## src/rtl/alu_pkg.sv

```systemverilog
// Shared types and constants for the ALU issue controller.
package alu_pkg;

    localparam int unsigned REG_W  = 4;
    localparam int unsigned ADDR_W = 8;
    localparam int unsigned FUNC_W = 4;

    // Function codes run from ADD (0) up to 11; anything at or above NUM_FUNC is illegal.
    localparam logic [FUNC_W-1:0] FUNC_ADD = 4'd0;
    localparam logic [FUNC_W-1:0] NUM_FUNC = 4'd12;

    typedef struct packed {
        logic [REG_W-1:0]  rs1;
        logic [REG_W-1:0]  rs2;
        logic [REG_W-1:0]  rd;
        logic [FUNC_W-1:0] func;
        logic [ADDR_W-1:0] addr;
    } instr_t;

    function automatic logic func_legal(input logic [FUNC_W-1:0] f);
        return f < NUM_FUNC;
    endfunction

endpackage

```

## src/rtl/alu_issue_fifo.sv

```systemverilog
// Synchronous instruction FIFO; head is visible combinationally, no bypass.
module alu_issue_fifo
    import alu_pkg::*;
#(
    parameter int unsigned DEPTH = 4
) (
    input  logic   clk_i,
    input  logic   rst_i,
    input  logic   flush_i,
    input  logic   push_i,
    input  instr_t data_i,
    input  logic   pop_i,
    output logic   full_o,
    output logic   empty_o,
    output instr_t head_o
);

    localparam int unsigned PTR_W = $clog2(DEPTH);
    localparam int unsigned CNT_W = PTR_W + 1;

    instr_t             mem_q [DEPTH];
    logic [PTR_W-1:0]   wptr_q, rptr_q;
    logic [CNT_W-1:0]   cnt_q, cnt_d;
    logic               push_ok, pop_ok;

    assign full_o  = (cnt_q == CNT_W'(DEPTH));
    assign empty_o = (cnt_q == '0);
    assign head_o  = mem_q[rptr_q];
    assign push_ok = push_i && !full_o;
    assign pop_ok  = pop_i && !empty_o;

    // Occupancy: simultaneous push and pop leaves the count unchanged.
    always_comb begin
        cnt_d = cnt_q;
        unique case ({push_ok, pop_ok})
            2'b10:   cnt_d = cnt_q + CNT_W'(1);
            2'b01:   cnt_d = cnt_q - CNT_W'(1);
            default: cnt_d = cnt_q;
        endcase
    end

    // Pointer and count registers; flush empties the FIFO on the edge.
    always_ff @(posedge clk_i) begin
        if (rst_i || flush_i) begin
            wptr_q <= '0;
            rptr_q <= '0;
            cnt_q  <= '0;
        end else begin
            if (push_ok) wptr_q <= wptr_q + PTR_W'(1);
            if (pop_ok)  rptr_q <= rptr_q + PTR_W'(1);
            cnt_q <= cnt_d;
        end
    end

    // Storage array; contents are don't-care while the slot is empty.
    always_ff @(posedge clk_i) begin
        if (push_ok && !flush_i) mem_q[wptr_q] <= data_i;
    end

endmodule

```

## src/rtl/alu_issue_ctrl.sv

```systemverilog
// In-order issue controller: FIFO, RAW scoreboard, illegal-func drop, stall counter.
module alu_issue_ctrl
    import alu_pkg::*;
#(
    parameter int unsigned DEPTH  = 4,
    parameter int unsigned WB_LAT = 3
) (
    input  logic              clk,
    input  logic              rst,
    input  logic              in_valid,
    output logic              in_ready,
    input  logic [REG_W-1:0]  in_rs1,
    input  logic [REG_W-1:0]  in_rs2,
    input  logic [REG_W-1:0]  in_rd,
    input  logic [FUNC_W-1:0] in_func,
    input  logic [ADDR_W-1:0] in_addr,
    input  logic              flush,
    output logic              iss_valid,
    output logic [REG_W-1:0]  iss_rs1,
    output logic [REG_W-1:0]  iss_rs2,
    output logic [REG_W-1:0]  iss_rd,
    output logic [FUNC_W-1:0] iss_func,
    output logic [ADDR_W-1:0] iss_addr,
    output logic              illegal,
    output logic [15:0]       stall_cnt,
    output logic              busy
);

    instr_t            in_instr, head;
    logic              full, empty, push, pop;
    logic              head_valid, legal, hazard;
    logic              do_issue, do_drop, do_stall;

    instr_t            iss_q;
    logic              iss_valid_q, illegal_q;
    logic [15:0]       stall_cnt_q;

    // sb[0] tracks the instruction currently on the issue outputs, so an rd stays
    // pending for WB_LAT cycles starting with its issue cycle.
    logic [WB_LAT-1:0] sb_v_q;
    logic [REG_W-1:0]  sb_rd_q [WB_LAT];

    assign in_instr = '{rs1: in_rs1, rs2: in_rs2, rd: in_rd, func: in_func, addr: in_addr};
    assign in_ready = !full;
    assign push     = in_valid && !full && !flush;
    assign pop      = do_issue || do_drop;

    alu_issue_fifo #(
        .DEPTH (DEPTH)
    ) u_fifo (
        .clk_i   (clk),
        .rst_i   (rst),
        .flush_i (flush),
        .push_i  (push),
        .data_i  (in_instr),
        .pop_i   (pop),
        .full_o  (full),
        .empty_o (empty),
        .head_o  (head)
    );

    // Hazard detection and issue/drop/stall decision for the FIFO head.
    always_comb begin
        hazard = 1'b0;
        for (int unsigned i = 0; i < WB_LAT; i++) begin
            if (sb_v_q[i] && (sb_rd_q[i] == head.rs1 || sb_rd_q[i] == head.rs2)) begin
                hazard = 1'b1;
            end
        end
        head_valid = !empty && !flush;
        legal      = func_legal(head.func);
        do_issue   = head_valid && legal && !hazard;
        do_drop    = head_valid && !legal;
        do_stall   = head_valid && legal && hazard;
    end

    // Scoreboard shift register of issued destination registers.
    always_ff @(posedge clk) begin
        if (rst) begin
            sb_v_q <= '0;
            for (int unsigned i = 0; i < WB_LAT; i++) sb_rd_q[i] <= '0;
        end else begin
            sb_v_q[0]  <= do_issue;
            sb_rd_q[0] <= do_issue ? head.rd : '0;
            for (int unsigned i = 1; i < WB_LAT; i++) begin
                sb_v_q[i]  <= sb_v_q[i-1];
                sb_rd_q[i] <= sb_rd_q[i-1];
            end
        end
    end

    // Registered issue outputs, illegal pulse and saturating stall counter.
    always_ff @(posedge clk) begin
        if (rst) begin
            iss_q       <= '0;
            iss_valid_q <= 1'b0;
            illegal_q   <= 1'b0;
            stall_cnt_q <= '0;
        end else begin
            iss_valid_q <= do_issue;
            iss_q       <= do_issue ? head : '0;
            illegal_q   <= do_drop;
            if (do_stall && stall_cnt_q != 16'hFFFF) stall_cnt_q <= stall_cnt_q + 16'd1;
        end
    end

    assign iss_valid = iss_valid_q;
    assign iss_rs1   = iss_q.rs1;
    assign iss_rs2   = iss_q.rs2;
    assign iss_rd    = iss_q.rd;
    assign iss_func  = iss_q.func;
    assign iss_addr  = iss_q.addr;
    assign illegal   = illegal_q;
    assign stall_cnt = stall_cnt_q;
    assign busy      = !empty || (|sb_v_q);

endmodule

```

## config.mk

```make
export PLATFORM = sky130hd
export DESIGN_NAME = alu_issue_ctrl
export DESIGN_NICKNAME = d
export VERILOG_FILES = /design/src/rtl/alu_pkg.sv /design/src/rtl/alu_issue_fifo.sv /design/src/rtl/alu_issue_ctrl.sv
export SDC_FILE = /design/constraint.sdc
export NUM_CORES = 1
export LEC_CHECK = 0
export BUFFER_PORTS_ARGS = -buffer_cell sky130_fd_sc_hd__buf_2
export CAP_MARGIN = 20
export CORE_MARGIN = 8
export CORE_UTILIZATION = 30
export CTS_BUF_LIST = sky130_fd_sc_hd__clkbuf_8
export DETAILED_ROUTE_END_ITERATION = 10
export PLACE_DENSITY = 0.54
export SLEW_MARGIN = 40
export SYNTH_ARGS = -nofsm -noshare
export SYNTH_HDL_FRONTEND = slang
export SYNTH_SLANG_ARGS = --single-unit
```

## constraint.sdc

```tcl
create_clock -name clk -period 6.9 [get_ports clk]
set_clock_uncertainty 0.05 [all_clocks]
set_input_delay 1.38 -clock clk [delete_from_list [all_inputs] [get_ports clk]]
set_output_delay 1.38 -clock clk [all_outputs]
set_load 0.05 [all_outputs]
```

==> results of run 1 <==
[worst reg2reg max path, stage by stage, from the launching register on]
cell and delay, ns:
dfxtp_4 0.67, mux4_1 0.75, xnor2_1 0.18, nand4_1 0.11, a21boi_1 0.10, or3_1 0.52, a21oi_1 0.20, ha_1 0.19
inv_1 0.06, fa_1 0.38, xor2_1 0.16, or3_1 0.30, a21oi_1 0.14
[registers in the layout, indices dropped and copies added (netlist names), named ones only]
register	cells
u_fifo.mem_q	96
illegal	1
stall_cnt	16
u_fifo.wptr_q	2
sb_v_q	3
iss_addr	8
u_fifo.cnt_q	3
iss_func	4
iss_rs1	4
iss_rs2	4
u_fifo.rptr_q	2
sb_rd_q	12
[power groups by stage]
stage / Combinational, mW / Clock, mW / Sequential [mW]
2_1_floorplan: 0.0466 / 0 / 1.04
3_3_place_gp: 0.0720 / 0 / 1.03
3_5_place_dp: 0.0746 / 0 / 1.03
4_1_cts: 0.0749 / 0.720 / 1.01
5_1_grt: 0.0808 / 0.763 / 1.01
6_report: 0.0733 / 0.693 / 1.01
[cell type report]
cell class | count | area share, %
inverter | 15 | 0.7817
timing repair buffer | 77 | 5.558
sequential | 157 | 57.03
clock buffer | 18 | 3.439
tap | 270 | 4.690
clock inverter | 14 | 2.171
multi-input combinational | 215 | 26.33
[synthesized netlist by cell type, types with 2 or more instances]
cell type / count
nand4_1: 10
buf_4: 4
or3_1: 14
mux4_1: 8
nor2b_2: 7
mux4_2: 16
nor2_2: 6
nor2_1: 11
xor2_1: 3
dfxtp_1: 61
nor2b_4: 6
and4_1: 2
xnor2_1: 25
inv_1: 15
buf_2: 4
or2_2: 2
clkbuf_1: 6
buf_12: 2
nand2_1: 12
ha_1: 6
o21ai_0: 11
buf_6: 3
o31ai_1: 3
nor3_1: 4
and3_1: 3
a21oi_1: 16
o211ai_1: 2
nor2b_1: 16
nand3_1: 9
edfxtp_1: 96
a21boi_1: 3
and2_1: 6
[kinds of logic (layout without fill, tap and decap cells)]
| kind of cell | count (synthesis) | count (layout) |
|---|---|---|
| buffers and inverters | 35 | 124 |
| muxes | 26 | 26 |
| DFF | 157 | 157 |
| xor gates and xnor gates | 28 | 28 |
| adders and majority gates | 7 | 7 |
| AOI/OAI and AO/OA | 42 | 42 |
| and+or+nand+nor | 112 | 112 |
[routing by layer]
layer  global-route usage, %  vias to the layer above  wire length [µm]
li1                        -                     1661                 -
met1                   12.57                     1692              5842
met2                   16.17                       76              6003
met3                   3.933                       18               653
met4                   3.645                        4               159
met5                       0                        -                18
[worst paths after layout]
check	to	slack [ns]	cells after the start
max	u_fifo.cnt_q[2]	3.02	12
min	sb_v_q[2]	0.45	1
max reg2reg	u_fifo.cnt_q[2]	3.02	12
min reg2reg	sb_v_q[2]	0.45	1
[stage by stage]
step                      utilization, %  hold slack, ns  worst slack (ns)  instances
final                              35.60          0.4466             3.025        766
after detailed placement           33.60          0.4323             2.983        734
after global routing               35.60          0.4698             2.714        766
after CTS                          35.60          0.4476             2.972        766
after floorplan                        -          0.4051             3.550        407
after global placement             33.57          0.4237             2.807        734
==> results.tsv, run 1 <==
metric	value	unit
dieArea	25510	µm²
drv_cap	0	
drt-initial-drc-count	200	
max_freq	0.2580	GHz
synthDistinctLibCells	47	
final_cell_mix	edfxtp_1 (96), buf_2 (71), dfxtp_1 (60)	
clock-sinks	157	
power	1.778	mW
ys_seq_area_share	66.22	%
p_leak	2.530	nW
grt_remaining_overflow	0	
pwr-share-comb	4.1	%
cts_root_buf	clkbuf_8	
cts-resized-gates	0	
grt_setup_unrepaired	no	
crit_chain	mux4_1, xnor2_1, nand4_1, a21boi_1, or3_1, a21oi_1, ha_1, inv_1, fa_1, xor2_1, or3_1, a21oi_1	
final_common_cell	edfxtp_1	
seqCellArea	4108	µm²
clkPwrFrac	39.0	%
first_pass_iters	4	
finalMaxSlewViolations	0	
synth_ff_type	edfxtp_1	
grt_pass1_wl	20.31	mm
fp-row-count	52	
synth_top_area_share	46.52	%
grt_max_degree	32	
cp.arrival	4.21	ns
clk_path_buf_depth	2	
die_h	159.7	µm
ir_worst_vdd	211.5	µV
clkLatencyLatePin	0.45	ns
core_area	20230	µm²
muxShareOfSynthArea	9.550	%
synth_compound_area_share	4.119	%
gp_congestion	0.7490	
endpoint_kind	flop	
placed_area	6799	µm²
synth-seq-cells	157	
antenna_found_initial	2	
synth_top_family_by_area	simple AND/OR/NAND/NOR gates	
grt_pass1_vias	3720	
path_clk_slew	0.09	ns
finalCriticalPeriod	3.875	ns
setup-tns-final	0	ns
sequentialPowerShare	56.9	%
area_growth	16.23	%
final_cell_area	7203	µm²
h-tree-depth	4	
yosys-top-cells-area	edfxtp_1 (47%), dfxtp_1 (20%), mux4_2 (5.8%)	
port_buffers	71	
required	7.24	ns
syn-num-nets	442	
ant_nets	0	
dpl.hpwl	8.243	mm
timing.final.crit_share	56.17	%
switchingPower	0.4029	mW
vias	3451	
cp_num_buf_inv	1	
swShare	22.66	%
avgSynthCellArea	15.23	µm²
p_int	1.375	mW
yosys.area.top_type	edfxtp_1	
fin_nets	518	
ys_warn_count	0	
drive_above_1_share	30.24	%
power_density	246.9	nW/µm²
cts_tree	yes	
hold_viol_final	0	
worstSetupStartpointType	flop	
grt_use_total	10.25	%
syn_area	6197	µm²
async_flop_share	0	%
slew_headroom	62.54	%
drc_errors	0	
tightest_slew	0.5619	ns
fill_cells	1928	
status	finished clean	
multiInputGateArea	1897	µm²
cpPeakStageDelay	0.74	ns
synth_edf_count	96	
via_per_inst	4.505	
wl_per_cell	16.55	µm
critPathTopFamily	simple AND/OR/NAND/NOR gates	
initial_core_util	30.63	%
dieWidth	159.7	µm
hold_class	flop to flop	
ctsHoldBuffers	0	
num_io_pins	72	
synthCells	407	
setup_viol	0	
synth_fa_ha_area_share	1.534	%
critPathMaxFanout	24	
worst_path_max_delay_cell	mux4_1	
wl	12.68	mm
synthXorXnorAreaFrac	3.957	%
yosys.area_share.simple	11.29	%
postCtsSetupRepairBufs	0	
cts_made_buffers	17	
crit_type	flop to flop	
min_from	sb_v_q[1]	
antennaDiodeCount	0	
Power figures use the tool's default switching activity.
==> run 2, diff against run 1 <==
==> constraint.sdc (replaced) <==
create_clock -name clk -period 3.9 [get_ports clk]
set_clock_uncertainty 0.05 [all_clocks]
set_input_delay 0.78 -clock clk [delete_from_list [all_inputs] [get_ports clk]]
set_output_delay 0.78 -clock clk [all_outputs]
set_load 0.05 [all_outputs]
==> run 2 against run 1 <==
Effect of this change:
- maximum frequency rose by 8.9%
- register-to-register slack got worse by 2.7 ns
- power rose by 76%
- sequential share of layout area fell by 0.37 points
- via count rose by 2.1%
- critical path depth did not move
- routed wire length rose by 3.3%
- count of clock-buffer cells in the layout did not move
- core utilization rose by 0.21 points
- clock power rose by 75%
- first-iteration DRC count rose by 17%
==> results.tsv, run 2 (same netlist as run 1, synthesis figures left out) <==
metric	value	unit	change
rr_worst_depth	12		unchanged
fill_cells	1974		+2.4%
final_common_cell	edfxtp_1		
drv_cap	0		unchanged
cp.arrival	3.89	ns	-0.32 ns
cts_tree	yes		
rrSetupSlack	0.34	ns	-2.68 ns
drc_errors	0		unchanged
placed_area	6845	µm²	+0.68%
max_flop_register	u_fifo.mem_q		
vias	3525		+2.1%
first_pass_iters	4		unchanged
grt_setup_unrepaired	no		
num_io_pins	72		unchanged
ant_nets	0		unchanged
fp-row-count	52		unchanged
hold_class	flop to flop		
grt_use_total	10.55	%	+0.31 points
required	4.23	ns	-3.01 ns
tightest_slew	0.5846	ns	+0.02266 ns
slew_headroom	61.03	%	-1.5 points
post-route-util	35.81	%	+0.21 points
p_leak	2.548	nW	+0.70%
worst_hold_path.endpoint	sb_v_q[2]		
crit_type	flop to flop		
grt_pass1_vias	3690		-0.81%
grt_pass1_wl	20.71	mm	+1.9%
core_area	20230	µm²	unchanged
area_growth	16.92	%	
initial_core_util	30.63	%	unchanged
status	finished clean		
die_h	159.7	µm	unchanged
worstSetupStartpointType	flop		
grt_remaining_overflow	0		unchanged
drive_above_1_share	31.41	%	+1.2 points
setup_ws	0.3422	ns	-2.682 ns
postCtsSetupRepairBufs	0		unchanged
antenna_found_initial	1		-1
clock-sinks	157		unchanged
cts_made_buffers	17		unchanged
setup_viol	0		unchanged
gp_congestion	0.8017		+7.0%
cp_num_buf_inv	1		unchanged
dieWidth	159.7	µm	unchanged
timing.final.crit_share	91.23	%	+35 points
via_per_inst	4.560		+1.2%
min_from	sb_v_q[1]		
reg2reg_to	u_fifo.cnt_q[2]		
hold_viol_final	0		unchanged
power	3.130	mW	+76%
cpPeakStageDelay	0.71	ns	-0.03 ns
finalCriticalPeriod	3.558	ns	-0.3176 ns
dpl.hpwl	8.586	mm	+4.2%
setup-tns-final	0	ns	unchanged
endpoint_kind	flop		
h-tree-depth	4		unchanged
clk_path_buf_depth	2		unchanged
critPathTopFamily	simple AND/OR/NAND/NOR gates		
dp_slack	0.3438	ns	-2.639 ns
wl_per_cell	16.94	µm	+2.4%
ctsHoldBuffers	0		unchanged
ir_worst_vdd	272.0	µV	+29%
holdPathStages	1		unchanged
finalMaxSlewViolations	0		unchanged
clkLatencyLatePin	0.46	ns	about the same
worst_path_max_delay_cell	mux4_1		
antennaDiodeCount	0		unchanged
fin_nets	525		+1.4%
power_density	431.9	nW/µm²	+75%
grt_max_degree	32		unchanged
largest_reg_flops	96		unchanged
max_freq	0.2811	GHz	+8.9%
final_cell_area	7246	µm²	+0.59%
cts_root_buf	clkbuf_8		
drt-initial-drc-count	234		+17%
crit_chain	mux4_1, xnor2_1, nand4_1, a21boi_1, or3_1, a21oi_1, ha_1, inv_1, fa_1, xor2_1, or3_1, a21oi_1		
final_cell_mix	edfxtp_1 (96), buf_2 (71), dfxtp_1 (60)		
wl	13.10	mm	+3.3%
cts-resized-gates	0		unchanged
dieArea	25510	µm²	unchanged
critPathMaxFanout	10		-58%
path_clk_slew	0.09	ns	about the same
port_buffers	71		unchanged
-- run 2: cell count changes in the layout (fill, tap and decap cells not counted), sizes merged --
| cell | before | now |
|---|---|---|
| inv | 23 | 22 |
| clkinv | 4 | 3 |
| buf | 77 | 84 |
| bufinv | 2 | 1 |
| clkinvlp | 0 | 3 |
-- run 2: report_power, final --
part	internal, mW	switching (mW)	leakage, nW
registers	1.78	0.00850	1.36
clock network	0.547	0.660	0.194
logic	0.0539	0.0797	0.989
-- run 2: layer usage --
metal / global-route usage [%] / part of all wire [%] / up-vias
met2: 17.10 / 49 / 84
met3: 3.625 / 5.2 / 17
met1: 12.63 / 45 / 1754
li1: - / - / 1668
met4: 4.331 / 1.3 / 2
met5: 0 / 0.076 / -
-- run 2: worst max-delay path by stage --
stage               start              end  slack (ns)  cells past startpoint
global route         flop  u_fifo.cnt_q[2]        0.16                     12
finish               flop  u_fifo.cnt_q[2]        0.34                     12
detailed placement   flop  u_fifo.cnt_q[2]        0.34                     12
CTS                  flop  u_fifo.cnt_q[2]        0.32                     12
global placement     flop  u_fifo.cnt_q[2]        0.45                     12
floorplan            flop  u_fifo.cnt_q[2]        0.55                     15
-- run 2: cell type report --
type	instances	area (µm²)	share of cell area (%)
multi-input combinational	215	1893	26.13
timing repair buffer	84	452.9	6.251
clock inverter	14	152.6	2.107
sequential	157	4105	56.66
inverter	15	56.30	0.7771
clock buffer	18	247.7	3.419
tap	270	337.8	4.662
-- run 2: per-stage QoR --
step | hold slack [ns] | instances
after global placement | 0.4231 | 741
after detailed placement | 0.4344 | 741
after floorplan | 0.4051 | 407
final | 0.4506 | 773
after global routing | 0.4452 | 773
after CTS | 0.4491 | 773
